==> config.mk <==
export PLATFORM = sky130hd
export DESIGN_NAME = clock_switch_ctrl_flat
export DESIGN_NICKNAME = d
export VERILOG_FILES = /design/src/rtl/clock_switch_ctrl_if.sv /design/src/rtl/clock_switch_ctrl.sv /design/src/flat_wrapper.sv
export SDC_FILE = /design/constraint.sdc
export NUM_CORES = 1
export LEC_CHECK = 0
export BUFFER_PORTS_ARGS = -buffer_cell sky130_fd_sc_hd__buf_2
export CAP_MARGIN = 25
export CORE_UTILIZATION = 28
export DETAILED_ROUTE_END_ITERATION = 8
export PLACE_DENSITY_LB_ADDON = 0.12
export SLEW_MARGIN = 15
export SYNTH_ARGS = -nofsm -noshare
export SYNTH_HDL_FRONTEND = slang
export SYNTH_SLANG_ARGS = --single-unit
==> constraint.sdc <==
create_clock -name clk -period 3.5 [get_ports clk]
set_clock_uncertainty 0.15 [all_clocks]
set_input_delay 0.175 -clock clk [delete_from_list [all_inputs] [get_ports clk]]
set_output_delay 0.175 -clock clk [all_outputs]
set_load 0.02 [all_outputs]
==> src/rtl/clock_switch_ctrl_if.sv <==
// Request handshake between the clock management register block (master)
// and clock_switch_ctrl (slave).
interface clock_switch_ctrl_if;
  logic req_valid;
  logic req_ready;
  logic req_sel;

  modport master (output req_valid, output req_sel, input req_ready);
  modport slave  (input req_valid, input req_sel, output req_ready);
endinterface

==> src/rtl/clock_switch_ctrl.sv <==
// Sequencer for the glitch-free two-clock switch, running on the always-on RC clock.
// Define CLK_SW_FAILSAFE_EN to enable forced fallback to RC on loss of oscillator.
module clock_switch_ctrl #(
  parameter int unsigned WARMUP_CYCLES  = 1024,
  parameter int unsigned SETTLE_CYCLES  = 16,
  parameter int unsigned TIMEOUT_CYCLES = 4096,
  parameter int unsigned CNT_W          = 13
) (
  input  logic               clk,
  input  logic               rst,
  clock_switch_ctrl_if.slave req,
  input  logic               osc_good,
  input  logic               fault_clr,
  output logic               osc_en,
  output logic               sel_clk1,
  output logic               cur_sel,
  output logic               done,
  output logic               fault
);

  typedef enum logic [1:0] {
    S_IDLE   = 2'd0,
    S_WARMUP = 2'd1,
    S_SETTLE = 2'd2
  } state_t;

  localparam logic [CNT_W-1:0] WARM_LAST   = CNT_W'(WARMUP_CYCLES - 1);
  localparam logic [CNT_W-1:0] SETTLE_LAST = CNT_W'(SETTLE_CYCLES - 1);
  localparam logic [CNT_W-1:0] TMO_LAST    = CNT_W'(TIMEOUT_CYCLES - 1);

  state_t           state_q, state_d;
  logic [CNT_W-1:0] cnt_q, cnt_d;
  logic [CNT_W-1:0] tmo_q, tmo_d;
  logic             tgt_q, tgt_d;
  logic             osc_en_q, osc_en_d;
  logic             sel_q, sel_d;
  logic             cur_q, cur_d;
  logic             done_q, done_d;
  logic             fault_q, fault_d;

  logic accept;
  logic stable_hit;
  logic tmo_hit;
  logic settle_hit;
  logic failsafe;

  assign req.req_ready = (state_q == S_IDLE);

  assign accept     = req.req_valid && (state_q == S_IDLE);
  assign stable_hit = (state_q == S_WARMUP) && osc_good && (cnt_q == WARM_LAST);
  assign tmo_hit    = (state_q == S_WARMUP) && (tmo_q == TMO_LAST);
  assign settle_hit = (state_q == S_SETTLE) && (cnt_q == SETTLE_LAST);

`ifdef CLK_SW_FAILSAFE_EN
  // Fallback overrides any request accepted in the same cycle.
  assign failsafe = !osc_good &&
                    (((state_q == S_IDLE) && cur_q) || ((state_q == S_SETTLE) && tgt_q));
`else
  assign failsafe = 1'b0;
`endif

  always_ff @(posedge clk) begin
    if (rst) begin
      state_q  <= S_IDLE;
      cnt_q    <= '0;
      tmo_q    <= '0;
      tgt_q    <= 1'b0;
      osc_en_q <= 1'b0;
      sel_q    <= 1'b0;
      cur_q    <= 1'b0;
      done_q   <= 1'b0;
      fault_q  <= 1'b0;
    end else begin
      state_q  <= state_d;
      cnt_q    <= cnt_d;
      tmo_q    <= tmo_d;
      tgt_q    <= tgt_d;
      osc_en_q <= osc_en_d;
      sel_q    <= sel_d;
      cur_q    <= cur_d;
      done_q   <= done_d;
      fault_q  <= fault_d;
    end
  end

  // The stable count and the settle count share cnt_q; they are never live together.
  always_comb begin
    state_d = state_q;
    cnt_d   = cnt_q;
    tmo_d   = tmo_q;
    tgt_d   = tgt_q;
    if (failsafe) begin
      state_d = S_SETTLE;
      cnt_d   = '0;
      tgt_d   = 1'b0;
    end else begin
      unique case (state_q)
        S_IDLE: begin
          if (accept) begin
            tgt_d = req.req_sel;
            if (req.req_sel != cur_q) begin
              cnt_d   = '0;
              tmo_d   = '0;
              state_d = req.req_sel ? S_WARMUP : S_SETTLE;
            end
          end
        end
        S_WARMUP: begin
          tmo_d = tmo_q + 1'b1;
          cnt_d = osc_good ? cnt_q + 1'b1 : '0;
          if (stable_hit) begin
            cnt_d   = '0;
            state_d = S_SETTLE;
          end else if (tmo_hit) begin
            state_d = S_IDLE;
          end
        end
        S_SETTLE: begin
          cnt_d = cnt_q + 1'b1;
          if (settle_hit) begin
            state_d = S_IDLE;
          end
        end
        default: state_d = S_IDLE;
      endcase
    end
  end

  always_comb begin
    osc_en_d = osc_en_q;
    sel_d    = sel_q;
    cur_d    = cur_q;
    done_d   = 1'b0;
    fault_d  = fault_clr ? 1'b0 : fault_q;
    if (failsafe) begin
      sel_d   = 1'b0;
      fault_d = 1'b1;
    end else begin
      unique case (state_q)
        S_IDLE: begin
          if (accept) begin
            if (req.req_sel == cur_q) begin
              done_d = 1'b1;
            end else if (req.req_sel) begin
              osc_en_d = 1'b1;
            end else begin
              sel_d = 1'b0;
            end
          end
        end
        S_WARMUP: begin
          if (stable_hit) begin
            sel_d = 1'b1;
          end else if (tmo_hit) begin
            osc_en_d = 1'b0;
            fault_d  = 1'b1;
            done_d   = 1'b1;
          end
        end
        S_SETTLE: begin
          if (settle_hit) begin
            cur_d  = tgt_q;
            done_d = 1'b1;
            if (!tgt_q) begin
              osc_en_d = 1'b0;
            end
          end
        end
        default: ;
      endcase
    end
  end

  assign osc_en   = osc_en_q;
  assign sel_clk1 = sel_q;
  assign cur_sel  = cur_q;
  assign done     = done_q;
  assign fault    = fault_q;

endmodule

==> src/flat_wrapper.sv <==
// flat-port wrapper written by rule: the top's interface ports become plain ports
module clock_switch_ctrl_flat 
#(
  parameter int unsigned WARMUP_CYCLES  = 1024,
  parameter int unsigned SETTLE_CYCLES  = 16,
  parameter int unsigned TIMEOUT_CYCLES = 4096,
  parameter int unsigned CNT_W          = 13
)
  (clk, rst, osc_good, fault_clr, osc_en, sel_clk1, cur_sel, done, fault, req_req_valid, req_req_sel, req_req_ready);
  clock_switch_ctrl_if req_i ();
  input  logic clk;
  input  logic rst;
  input  logic osc_good;
  input  logic fault_clr;
  output logic osc_en;
  output logic sel_clk1;
  output logic cur_sel;
  output logic done;
  output logic fault;
  input wire logic [$bits(req_i.req_valid)-1:0] req_req_valid;
  input wire logic [$bits(req_i.req_sel)-1:0] req_req_sel;
  output wire logic [$bits(req_i.req_ready)-1:0] req_req_ready;
  assign req_i.req_valid = req_req_valid;
  assign req_i.req_sel = req_req_sel;
  assign req_req_ready = req_i.req_ready;
  clock_switch_ctrl #(.WARMUP_CYCLES(WARMUP_CYCLES), .SETTLE_CYCLES(SETTLE_CYCLES), .TIMEOUT_CYCLES(TIMEOUT_CYCLES), .CNT_W(CNT_W)) u_core (.clk(clk), .rst(rst), .req(req_i), .osc_good(osc_good), .fault_clr(fault_clr), .osc_en(osc_en), .sel_clk1(sel_clk1), .cur_sel(cur_sel), .done(done), .fault(fault));
endmodule
==> results.json <==
{
  "status": "finished clean",
  "crit_required_ns": 3.50,
  "fin_nets": 234,
  "place_area_um2": 1880,
  "die_x_um": 81.5,
  "cts.repair.resized": 0,
  "areaGrowthSynthToFinish_pct": 11.7,
  "pin_count": 12,
  "yosys.area_share.simple": 0.313,
  "synth_top_cells_by_count": "dfxtp_1, nor2_1, nand3_1",
  "numClockSinks": 34,
  "rrSetupSlack_ns": 1.04,
  "fin_area_um2": 1980,
  "synth_top_family_by_area": "simple AND/OR/NAND/NOR gates",
  "relSlewSlack": 0.448,
  "timing.fmax_mhz": 406,
  "r2r_cells": 8,
  "critPathLaunchType": "flop",
  "avgRoutedWirePerCell_um": 13.8,
  "vias": 1508,
  "htreeDepth": 2,
  "critPathBufInv": 3,
  "cap_violations": 0,
  "postSynthAreaPerCell_um2": 8.31,
  "die-area_um2": 6640,
  "hold_viol_final": 0,
  "synth.area.top_cells": "dfxtp_1, nor2_1, xnor2_1",
  "crit_path_top_delay_cell": "o21bai_1",
  "ant_nets": 0,
  "ir_worst_vdd_v": 0.000172,
  "cts_buffers": 5,
  "finalCriticalPeriod_ns": 2.46,
  "cts_root_buf": "clkbuf_8",
  "cp-startpoint": "u_core.state_q[0]",
  "grt_pass1_wl_um": 6660,
  "netlist_instances": 213,
  "synth_compound_area_frac": 0.100,
  "cp_common_cell": "inv_1",
  "grt_use_met1": 0.175,
  "grt_pass1_vias": 1375,
  "grt_max_degree": 22,
  "critical_path.max_stage_delay_ns": 0.59,
  "critical_path.top_delay_family": "compound AO/OA/AOI/OAI gates",
  "cts_setup_buffers": 0,
  "drive_above_1_share": 0.0950,
  "fin_ws_ns": 1.04,
  "gp_congestion": 0.769,
  "post-synth-top-count-cell": "dfxtp_1",
  "dp_hpwl_um": 2940,
  "yosys.area_share.xor_xnor": 0.0990,
  "crit_path_end_kind": "flop",
  "crit_type": "flop to flop",
  "dp_slack_ns": 0.980,
  "synth-async-reset-ratio": 0,
  "coreArea_um2": 5990,
  "viasPerCell": 5.09,
  "grtUsageMet3": 0.0378,
  "clockBufferDepth": 2,
  "drv_slew": 0,
  "drc": 0,
  "yosys.area.top_type": "dfxtp_1",
  "period_share": 0.704,
  "rr_startpoint": "u_core.state_q[0]",
  "min_path_type": "primary input to flop",
  "grt_setup_unrepaired": "no",
  "worstReg2RegEnd": "u_core.cnt_q[6]",
  "synth_enable_flop_cells": 0,
  "cts_tree": "done",
  "path_cells": "inv_1 > ha_1 > inv_1 > a21oi_1 > buf_4 > or2_0 > o21bai_1 > nor2_1",
  "tns_ns": 0,
  "grt_busiest_layer": "met2",
  "cp.depth": 8,
  "worstSetupEndpoint": "u_core.cnt_q[6]",
  "power.density_nw_per_um2": 475,
  "mappedNetlistNets": 225,
  "portBuffers": 11,
  "yosys_warnings": 0,
  "netlist.area_leader.share": 0.385,
  "p_leak_uw": 0.000722,
  "synth_area_um2": 1770,
  "synthAdderAreaFrac": 0.0424,
  "ys.flop_type": "dfxtp_1",
  "num_rows": 28,
  "synth.yosys.seq_area_share": 0.385,
  "routed_wl_um": 4070,
  "drt_iter0_markers": 84,
  "synth.area.mux_share": 0.0240,
  "synth_cell_types": 40,
  "overflow": 0,
  "cp_max_fo": 13,
  "gr-usage-all-layers": 0.134,
  "start_util": 0.295,
  "synth_seq_cells": 34,
  "n_antenna_cell": 0,
  "antenna_found_initial": 0,
  "worst_pin_slew_ns": 0.828,
  "cts.clk_slew.worst_paths_ns": 0.07,
  "use_met2": 0.205,
  "worstPathArrival_ns": 2.47,
  "drtPass1Iterations": 4,
  "setup_violations": 0,
  "clock_latency_ns": 0.28,
  "die_h_um": 81.5
}
[report_power, final]
part / total [uW] / internal, uW / switching, uW / leakage (uW)
Combinational: 236 / 78.6 / 157 / 0.000404
Clock: 287 / 152 / 135 / 0.0000431
Sequential: 416 / 405 / 11.7 / 0.000275
[final cells by class]
| type | instances | area (um^2) |
|---|---|---|
| clock buffer | 6 | 82.6 |
| fill | 641 | 4020 |
| inverter | 6 | 22.5 |
| timing repair buffer | 13 | 72.6 |
| sequential | 34 | 681 |
| tap | 75 | 93.8 |
| multi-input combinational | 162 | 1020 |
[registers in the layout, indices dropped and copies added, names as in the netlist]
register and cells:
u_core.fault 1, u_core.sel_clk1 1, u_core.done 1, u_core.cur_sel 1, u_core.cnt_q 13, u_core.tmo_q 13, u_core.osc_en 1, u_core.tgt_q 1
u_core.state_q 2
[how the worst min path moves through the flow]
stage | from | end | slack, ns | cells after the start
floorplan | req_req_sel | u_core.tgt_q | 0.17 | 2
global placement | fault_clr | u_core.fault | 0.30 | 3
detailed placement | fault_clr | u_core.fault | 0.30 | 3
CTS | req_req_sel | u_core.tgt_q | 0.06 | 3
global route | req_req_sel | u_core.tgt_q | 0.09 | 3
finish | req_req_sel | u_core.tgt_q | 0.07 | 3
[metal layers]
layer  vias to the layer above  share of wire
met5                         -              0
met4                         0          0.015
met3                         8          0.034
met2                        24           0.46
met1                       703           0.49
li1                        773              -
[timing repair]
| item | 4_1_cts | 5_1_grt |
|---|---|---|
| hold endpoints to repair | 1 | 0 |
| endpoints found under the setup margin | 0 | 0 |
| hold buffers | 1 | 0 |
[tightest hold or removal path, cell delays in order]
cell and delay (ns):
buf_2 0.14, nand3_1 0.08, a21oi_1 0.06
[cell usage in the layout, fill, tap and decap left out, types with 4 or more instances in the layout]
| master | n |
|---|---|
| a21oi_1 | 10 |
| and3_1 | 6 |
| and4_1 | 5 |
| buf_2 | 11 |
| clkbuf_8 | 6 |
| dfxtp_1 | 34 |
| ha_1 | 6 |
| inv_1 | 6 |
| nand2_1 | 10 |
| nand2b_1 | 4 |
| nand3_1 | 13 |
| nand4_1 | 10 |
| nor2_1 | 29 |
| nor3_1 | 7 |
| nor4_1 | 5 |
| o21ai_0 | 7 |
| xnor2_1 | 10 |
| xor2_1 | 10 |
[per-stage QoR]
step | hold WS [ns] | total power (uW) | utilization | std cells
finish | 0.0669 | 939 | 0.330 | 296
CTS | 0.0607 | 958 | 0.330 | 296
floorplan | 0.172 | 595 | - | 213
detailed placement | 0.305 | 664 | 0.314 | 289
global placement | 0.299 | 663 | 0.314 | 289
global route | 0.0919 | 995 | 0.330 | 296
[kinds of logic after synthesis]
| kind of cell | after synthesis |
|---|---|
| AND/OR/NAND/NOR | 103 |
| flip-flops | 34 |
| AO/OA/AOI/OAI | 29 |
| XOR/XNOR | 20 |
| buffers and inverters | 17 |
| adder cells (fa/ha/maj) | 6 |
| multiplexers | 4 |
(Power assumes the default switching activity.)
